[src/rtl/processor.sv]
// Single-cycle RV32 subset core with a built-in program ROM and a small data RAM.
// One instruction executes per rising clock edge; there are no branches or jumps.
// Result presents the ALU output of the instruction currently addressed by the PC.
// For loads and stores that output is the effective address. Unsupported
// encodings, including the all-zero word, behave as NOPs and drive Result to 0.
module processor #(
    parameter int IMEM_WORDS = 64,
    parameter int DMEM_WORDS = 64
) (
    input  logic        clk,
    input  logic        reset,
    output logic [31:0] Result
);

    localparam int          IA         = $clog2(IMEM_WORDS);
    localparam int          DA         = $clog2(DMEM_WORDS);
    localparam logic [31:0] IMEM_BYTES = 32'(IMEM_WORDS * 4);

    localparam logic [6:0] OP_R     = 7'b0110011;
    localparam logic [6:0] OP_I     = 7'b0010011;
    localparam logic [6:0] OP_LOAD  = 7'b0000011;
    localparam logic [6:0] OP_STORE = 7'b0100011;

    localparam logic [6:0] F7_BASE = 7'b0000000;
    localparam logic [6:0] F7_ALT  = 7'b0100000;

    localparam logic [2:0] ALU_ADD = 3'd0;
    localparam logic [2:0] ALU_SUB = 3'd1;
    localparam logic [2:0] ALU_AND = 3'd2;
    localparam logic [2:0] ALU_OR  = 3'd3;
    localparam logic [2:0] ALU_SLT = 3'd4;
    localparam logic [2:0] ALU_NOR = 3'd5;

    // Instruction encoders. They keep the ROM table below readable as assembly.
    function automatic logic [31:0] enc_r(input logic [6:0] f7, input logic [2:0] f3,
                                          input logic [4:0] rd, input logic [4:0] rs1,
                                          input logic [4:0] rs2);
        return {f7, rs2, rs1, f3, rd, OP_R};
    endfunction

    function automatic logic [31:0] enc_i(input logic [6:0] op, input logic [2:0] f3,
                                          input logic [4:0] rd, input logic [4:0] rs1,
                                          input logic [11:0] imm);
        return {imm, rs1, f3, rd, op};
    endfunction

    function automatic logic [31:0] enc_s(input logic [4:0] rs2, input logic [4:0] rs1,
                                          input logic [11:0] imm);
        return {imm[11:5], rs2, rs1, 3'b010, imm[4:0], OP_STORE};
    endfunction

    // Program ROM. Every word outside the listed program reads as 0, which decodes as a NOP.
    function automatic logic [31:0] rom_word(input logic [IA-1:0] idx);
        logic [31:0] w;
        case (int'(idx))
            0:  w = enc_r(F7_BASE, 3'b111, 5'd20, 5'd0, 5'd0);      // and  x20,x0,x0
            1:  w = enc_i(OP_I, 3'b000, 5'd1, 5'd0, 12'd1);         // addi x1,x0,1
            2:  w = enc_i(OP_I, 3'b000, 5'd2, 5'd0, 12'd2);         // addi x2,x0,2
            3:  w = enc_i(OP_I, 3'b000, 5'd3, 5'd0, 12'd4);         // addi x3,x0,4
            4:  w = enc_i(OP_I, 3'b000, 5'd4, 5'd0, 12'd5);         // addi x4,x0,5
            5:  w = enc_i(OP_I, 3'b000, 5'd5, 5'd0, 12'd7);         // addi x5,x0,7
            6:  w = enc_i(OP_I, 3'b000, 5'd6, 5'd0, 12'd8);         // addi x6,x0,8
            7:  w = enc_i(OP_I, 3'b000, 5'd7, 5'd0, 12'd11);        // addi x7,x0,11
            8:  w = enc_r(F7_BASE, 3'b000, 5'd8, 5'd1, 5'd2);       // add  x8,x1,x2
            9:  w = enc_r(F7_ALT,  3'b000, 5'd9, 5'd2, 5'd3);       // sub  x9,x2,x3
            10: w = enc_r(F7_BASE, 3'b111, 5'd10, 5'd2, 5'd4);      // and  x10,x2,x4
            11: w = enc_r(F7_BASE, 3'b110, 5'd11, 5'd1, 5'd3);      // or   x11,x1,x3
            12: w = enc_r(F7_BASE, 3'b010, 5'd12, 5'd1, 5'd2);      // slt  x12,x1,x2
            13: w = enc_r(F7_ALT,  3'b100, 5'd13, 5'd7, 5'd0);      // nor  x13,x7,x0
            14: w = enc_i(OP_I, 3'b111, 5'd14, 5'd9, 12'h4D2);      // andi x14,x9,0x4D2
            15: w = enc_i(OP_I, 3'b110, 5'd15, 5'd4, 12'h8D7);      // ori  x15,x4,-1833
            16: w = enc_r(F7_BASE, 3'b010, 5'd16, 5'd9, 5'd1);      // slt  x16,x9,x1
            17: w = enc_r(F7_ALT,  3'b100, 5'd17, 5'd14, 5'd1);     // nor  x17,x14,x1
            18: w = enc_s(5'd8, 5'd0, 12'd48);                      // sw   x8,48(x0)
            19: w = enc_i(OP_LOAD, 3'b010, 5'd18, 5'd0, 12'd48);    // lw   x18,48(x0)
            20: w = enc_i(OP_LOAD, 3'b010, 5'd19, 5'd0, 12'd48);    // lw   x19,48(x0)
            default: w = 32'h0000_0000;
        endcase
        return w;
    endfunction

    logic [31:0] r_pc;
    logic [31:0] r_regs [0:31];
    logic [31:0] r_dmem [0:DMEM_WORDS-1];

    logic [31:0]   w_fetch_pc;
    logic [IA-1:0] w_imem_idx;
    logic [31:0]   w_instr;
    logic [6:0]    w_opcode;
    logic [2:0]    w_f3;
    logic [6:0]    w_f7;
    logic [4:0]    w_rd;
    logic [4:0]    w_rs1;
    logic [4:0]    w_rs2;
    logic [31:0]   w_imm_i;
    logic [31:0]   w_imm_s;
    logic [31:0]   w_rs1_val;
    logic [31:0]   w_rs2_val;

    logic          w_valid;
    logic [2:0]    w_alu_sel;
    logic          w_use_imm;
    logic [31:0]   w_imm;
    logic          w_reg_we;
    logic          w_mem_we;
    logic          w_mem_to_reg;

    logic [31:0]   w_alu_b;
    logic [31:0]   w_alu_y;
    logic [DA-1:0] w_dmem_idx;
    logic [31:0]   w_load_data;
    logic [31:0]   w_wb_data;
    logic [31:0]   w_pc_plus4;

    // While reset is held, fetch from word 0 so Result already shows the first instruction.
    assign w_fetch_pc = reset ? 32'd0 : r_pc;
    assign w_imem_idx = w_fetch_pc[IA+1:2];
    assign w_instr    = rom_word(w_imem_idx);

    assign w_opcode = w_instr[6:0];
    assign w_rd     = w_instr[11:7];
    assign w_f3     = w_instr[14:12];
    assign w_rs1    = w_instr[19:15];
    assign w_rs2    = w_instr[24:20];
    assign w_f7     = w_instr[31:25];
    assign w_imm_i  = {{20{w_instr[31]}}, w_instr[31:20]};
    assign w_imm_s  = {{20{w_instr[31]}}, w_instr[31:25], w_instr[11:7]};

    // x0 is hard-wired to zero regardless of what the array holds.
    assign w_rs1_val = (w_rs1 == 5'd0) ? 32'd0 : r_regs[w_rs1];
    assign w_rs2_val = (w_rs2 == 5'd0) ? 32'd0 : r_regs[w_rs2];

    // Decode: any encoding not matched exactly leaves w_valid low, so it executes as a NOP.
    always_comb begin
        w_valid      = 1'b0;
        w_alu_sel    = ALU_ADD;
        w_use_imm    = 1'b0;
        w_imm        = w_imm_i;
        w_reg_we     = 1'b0;
        w_mem_we     = 1'b0;
        w_mem_to_reg = 1'b0;
        case (w_opcode)
            OP_R: begin
                case ({w_f7, w_f3})
                    {F7_BASE, 3'b000}: begin w_valid = 1'b1; w_alu_sel = ALU_ADD; end
                    {F7_ALT,  3'b000}: begin w_valid = 1'b1; w_alu_sel = ALU_SUB; end
                    {F7_BASE, 3'b111}: begin w_valid = 1'b1; w_alu_sel = ALU_AND; end
                    {F7_BASE, 3'b110}: begin w_valid = 1'b1; w_alu_sel = ALU_OR;  end
                    {F7_BASE, 3'b010}: begin w_valid = 1'b1; w_alu_sel = ALU_SLT; end
                    {F7_ALT,  3'b100}: begin w_valid = 1'b1; w_alu_sel = ALU_NOR; end
                    default: ;
                endcase
                w_reg_we = w_valid;
            end
            OP_I: begin
                w_use_imm = 1'b1;
                case (w_f3)
                    3'b000: begin w_valid = 1'b1; w_alu_sel = ALU_ADD; end
                    3'b111: begin w_valid = 1'b1; w_alu_sel = ALU_AND; end
                    3'b110: begin w_valid = 1'b1; w_alu_sel = ALU_OR;  end
                    3'b010: begin w_valid = 1'b1; w_alu_sel = ALU_SLT; end
                    default: ;
                endcase
                w_reg_we = w_valid;
            end
            OP_LOAD: begin
                if (w_f3 == 3'b010) begin
                    w_valid      = 1'b1;
                    w_use_imm    = 1'b1;
                    w_reg_we     = 1'b1;
                    w_mem_to_reg = 1'b1;
                end
            end
            OP_STORE: begin
                if (w_f3 == 3'b010) begin
                    w_valid   = 1'b1;
                    w_use_imm = 1'b1;
                    w_imm     = w_imm_s;
                    w_mem_we  = 1'b1;
                end
            end
            default: ;
        endcase
    end

    assign w_alu_b = w_use_imm ? w_imm : w_rs2_val;

    // ALU: modulo-2^32 arithmetic, signed compare for slt/slti.
    always_comb begin
        case (w_alu_sel)
            ALU_ADD: w_alu_y = w_rs1_val + w_alu_b;
            ALU_SUB: w_alu_y = w_rs1_val - w_alu_b;
            ALU_AND: w_alu_y = w_rs1_val & w_alu_b;
            ALU_OR:  w_alu_y = w_rs1_val | w_alu_b;
            ALU_SLT: w_alu_y = {31'd0, ($signed(w_rs1_val) < $signed(w_alu_b))};
            ALU_NOR: w_alu_y = ~(w_rs1_val | w_alu_b);
            default: w_alu_y = 32'd0;
        endcase
    end

    assign Result = w_valid ? w_alu_y : 32'd0;

    // The data RAM is word addressed. Low address bits and bits above the RAM range are ignored.
    assign w_dmem_idx  = w_alu_y[DA+1:2];
    assign w_load_data = r_dmem[w_dmem_idx];
    assign w_wb_data   = w_mem_to_reg ? w_load_data : w_alu_y;

    assign w_pc_plus4 = r_pc + 32'd4;

    // Bits that no logic consumes are collected here on purpose.
    logic w_unused_bits;
    assign w_unused_bits = &{1'b0, r_pc[31:IA+2], r_pc[1:0], w_alu_y[31:DA+2], w_alu_y[1:0]};

    // Program counter: advance one word per edge, wrapping at the end of the ROM.
    always_ff @(posedge clk) begin
        if (reset) begin
            r_pc <= 32'd0;
        end else if (w_pc_plus4 >= IMEM_BYTES) begin
            r_pc <= 32'd0;
        end else begin
            r_pc <= w_pc_plus4;
        end
    end

    // Register file: cleared on reset, write-back at the executing edge, x0 never written.
    always_ff @(posedge clk) begin
        if (reset) begin
            for (int i = 0; i < 32; i++) begin
                r_regs[i] <= 32'd0;
            end
        end else if (w_reg_we && (w_rd != 5'd0)) begin
            r_regs[w_rd] <= w_wb_data;
        end
    end

    // Data RAM store. Contents survive reset.
    always_ff @(posedge clk) begin
        if (!reset && w_mem_we) begin
            r_dmem[w_dmem_idx] <= w_rs2_val;
        end
    end

endmodule

[config.mk]
export PLATFORM = sky130hd
export DESIGN_NAME = processor
export DESIGN_NICKNAME = d
export VERILOG_FILES = /design/src/rtl/processor.sv
export SDC_FILE = /design/constraint.sdc
export NUM_CORES = 2
export LEC_CHECK = 0
export ABC_CLOCK_PERIOD_IN_PS = 25600
export CORE_UTILIZATION = 56
export DETAILED_ROUTE_END_ITERATION = 12
export GPL_ROUTABILITY_DRIVEN = 0
export PLACE_DENSITY_LB_ADDON = 0.2
export RECOVER_POWER = 25
export SYNTH_ARGS = -nofsm -noshare
export SYNTH_HDL_FRONTEND = slang
export SYNTH_SLANG_ARGS = --single-unit
[constraint.sdc]
create_clock -name clk -period 25.6 [get_ports clk]
set_clock_uncertainty 0.2 [all_clocks]
set_input_delay 6.4 -clock clk [delete_from_list [all_inputs] [get_ports clk]]
set_output_delay 6.4 -clock clk [all_outputs]
set_load 0.02 [all_outputs]
==> impl_metrics.env <==
export IMPL_vias_per_cell=6.63
export IMPL_synth_top_cell_area_share_pct=65.7
export IMPL_synth_cells=11300
export IMPL_tns_ns=0
export IMPL_start_util_pct=56.6
export IMPL_ir_worst_vdd_mv=0.0836
export IMPL_ys_ff_latch=2956
export IMPL_final_nets=11400
export IMPL_hold_buffers=0
export IMPL_area_delta_synth_final_pct=10.4
export IMPL_total_power_mw=9.80
export IMPL_cts_tree="yes"
export IMPL_ff2ff_setup_slack_ns=10.98
export IMPL_slew_viol_final=1826
export IMPL_die_h_um=491
export IMPL_ant_nets=0
export IMPL_totalWireLength_mm=448
export IMPL_grt_pass1_vias=91400
export IMPL_reg2reg_to="r_regs[1][31]"
export IMPL_first_pass_iters=7
export IMPL_dpl_hpwl_mm=248
export IMPL_synthFlopType="edfxtp_1"
export IMPL_yosysMostFrequentCell="edfxtp_1"
export IMPL_cts_setup_buffers=0
export IMPL_min_to="r_pc[2]"
export IMPL_synthTopCellsByArea="edfxtp_1 66%, nand2_1 6.9%, mux2i_1 6.4%"
export IMPL_clkSinkCount=2956
export IMPL_core_area_um2=236000
export IMPL_netlist_area_um2=134000
export IMPL_post_cts_resize_count=0
export IMPL_hp_class="flop to flop"
export IMPL_cts_htree_levels=5
export IMPL_grt_antenna_before_repair=28
export IMPL_cp_data_arrival_time_ns=17.71
export IMPL_critPathSlowestCell="o31a_1"
export IMPL_hold_depth=1
export IMPL_post_route_drc_count=0
export IMPL_insertion_delay_ns=1.00
export IMPL_status="complete, but fails checks"
export IMPL_met1_usage_pct=47.7
export IMPL_seq_area_frac_synth_pct=66.2
export IMPL_num_rows=178
export IMPL_io_pins=34
export IMPL_path_class="input port to output port"
export IMPL_rsz0062_at_grt="false"
export IMPL_synth_cell_types=118
export IMPL_pwr_density_cell_nw_per_um2=66.4
export IMPL_cts_made_buffers=316
export IMPL_async_reset_ff_share_pct=0
export IMPL_synth_edff_count=2926
export IMPL_grt_max_degree=191
export IMPL_r2r_cells=33
export IMPL_use_met3_pct=10.5
export IMPL_ys_warn_count=0
export IMPL_clkTransAtPathRegs_ns=0.06
export IMPL_cp_required_ns=19.00
export IMPL_worst_slew_pin_slew_ns=4.35
export IMPL_drive_above_1_share_pct=8.05
export IMPL_maxCapViolations=50
export IMPL_syn_area_per_cell_um2=11.8
export IMPL_start_kind="input port"
export IMPL_fp_dieW_um=491
export IMPL_critical_path_max_stage_delay_ns=1.52
export IMPL_fin_crit_sh_pct=95.0
export IMPL_end_kind="output port"
export IMPL_violations="max-capacitance violations, max-slew violations"
export IMPL_gr_total_overflow=0
export IMPL_top_usage_layer="met2"
export IMPL_cts_buffer_depth=4
export IMPL_hold_start="r_pc[2]"
export IMPL_rr_startpoint="r_pc[3]"
export IMPL_grt_usage_pct=36.4
export IMPL_num_vias=97300
export IMPL_yosys_top_cells_count="2926 x edfxtp_1, 2448 x nand2_1, 1502 x nand3_1, 941 x nor2_1, 853 x mux2i_1"
export IMPL_routedWlPerCell_um=30.5
export IMPL_io_buffers=33
export IMPL_clockRootBuffer="clkbuf_16"
export IMPL_yosys_area_top_type="edfxtp_1"
export IMPL_use_met2_pct=53.0
export IMPL_cp_max_fo=73
export IMPL_drtIter0Drc=15900
export IMPL_period_needed_ns=24.31
export IMPL_maxSlewHeadroom_pct=-190
export IMPL_finalHoldViolCount=0
export IMPL_grt_pass1_wl_mm=634
export IMPL_max_freq_mhz=41.1
export IMPL_dieArea_um2=241000
export IMPL_power_leakage_nw=54.9
export IMPL_report_final_setup_viol=0
==> through the flow <==
stage / setup slack [ns] / hold WS [ns] / utilization [%] / instance area, µm² / instances
after floorplan: 3.20 / 0.285 / - / 134000 / 11500
after global placement: 2.71 / 0.346 / 58.5 / 138000 / 14100
after detailed placement: 2.70 / 0.353 / 58.5 / 138000 / 14100
after CTS: 2.63 / 0.374 / 62.6 / 148000 / 14700
after global routing: 1.00 / 0.390 / 62.4 / 148000 / 14700
final: 1.29 / 0.384 / 62.5 / 148000 / 14700
==> how the worst max path moves through the flow <==
stage	slack, ns	end	start
floorplan	3.20	Result[25]	reset
global placement	2.71	Result[29]	reset
detailed placement	2.70	Result[29]	reset
CTS	2.63	Result[29]	reset
global route	1.00	Result[22]	reset
finish	1.29	Result[22]	reset
==> per-layer routing <==
layer  part of all wire, %  vias to the layer above  wire length, µm
met2                    43                     7675           191000
met3                    15                     1619            65800
li1                      -                    40800                -
met1                    35                    47100           157000
met5                 0.018                        -               82
met4                   7.7                       12            34400
==> critical path, delay by kind of cell <==
family | cells | cell delay, ns
adder cells (fa/ha/maj) | 2 | 0.83
AO/OA/AOI/OAI | 11 | 5.09
AND/OR/NAND/NOR | 11 | 3.07
buffers and inverters | 5 | 2.20
==> where the power goes <==
group | total, mW | internal (mW) | switching (mW)
clock network | 4.32 | 2.47 | 1.85
registers | 5.38 | 5.34 | 0.0342
logic | 0.108 | 0.0261 | 0.0815
total | 9.80 | 7.84 | 1.96
==> cells in the final DEF (no fill, tap or decap), types with 32 or more instances in the layout <==
cell type / netlist / routed
and3_1: 95 / 94
clkbuf_1: 460 / 116
clkinv_2: 0 / 44
edfxtp_1: 2926 / 2926
ha_1: 106 / 106
mux2i_1: 853 / 853
nor3_1: 39 / 37
o21a_1: 34 / 34
a311oi_1: 52 / 51
clkinv_1: 0 / 82
buf_4: 77 / 251
clkdlybuf4s50_1: 0 / 32
clkbuf_16: 0 / 326
inv_1: 135 / 117
a21oi_1: 298 / 289
a32oi_1: 39 / 39
a221oi_1: 49 / 47
a31oi_1: 74 / 72
nor2_4: 1 / 69
o21ai_0: 172 / 172
nand2_1: 2448 / 2444
nor2_1: 941 / 867
conb_1: 1 / 170
nand3_1: 1502 / 1499
==> cell families after synthesis <==
family	after synthesis	synth area share, %
XOR/XNOR	11	0.0721
other	1	0.00281
adder cells (fa/ha/maj)	108	1.02
multiplexers	877	6.61
AO/OA/AOI/OAI	1117	5.96
flip-flops	2956	66.2
buffers and inverters	974	3.26
AND/OR/NAND/NOR	5253	16.9
==> registers in the layout, indices dropped and copies added, names as in the netlist <==
name / count
r_pc: 30
r_regs: 878
r_dmem: 2048
==> layout make-up <==
class | instances | area, µm²
fill | 17800 | 88700
sequential | 2956 | 88500
multi-input combinational | 7536 | 42400
clock buffer | 397 | 8430
tap | 3150 | 3940
timing repair buffer | 347 | 2730
clock inverter | 151 | 1110
inverter | 135 | 513
antenna | 7 | 17.5
No activity file was read; power rests on OpenSTA's default activity.
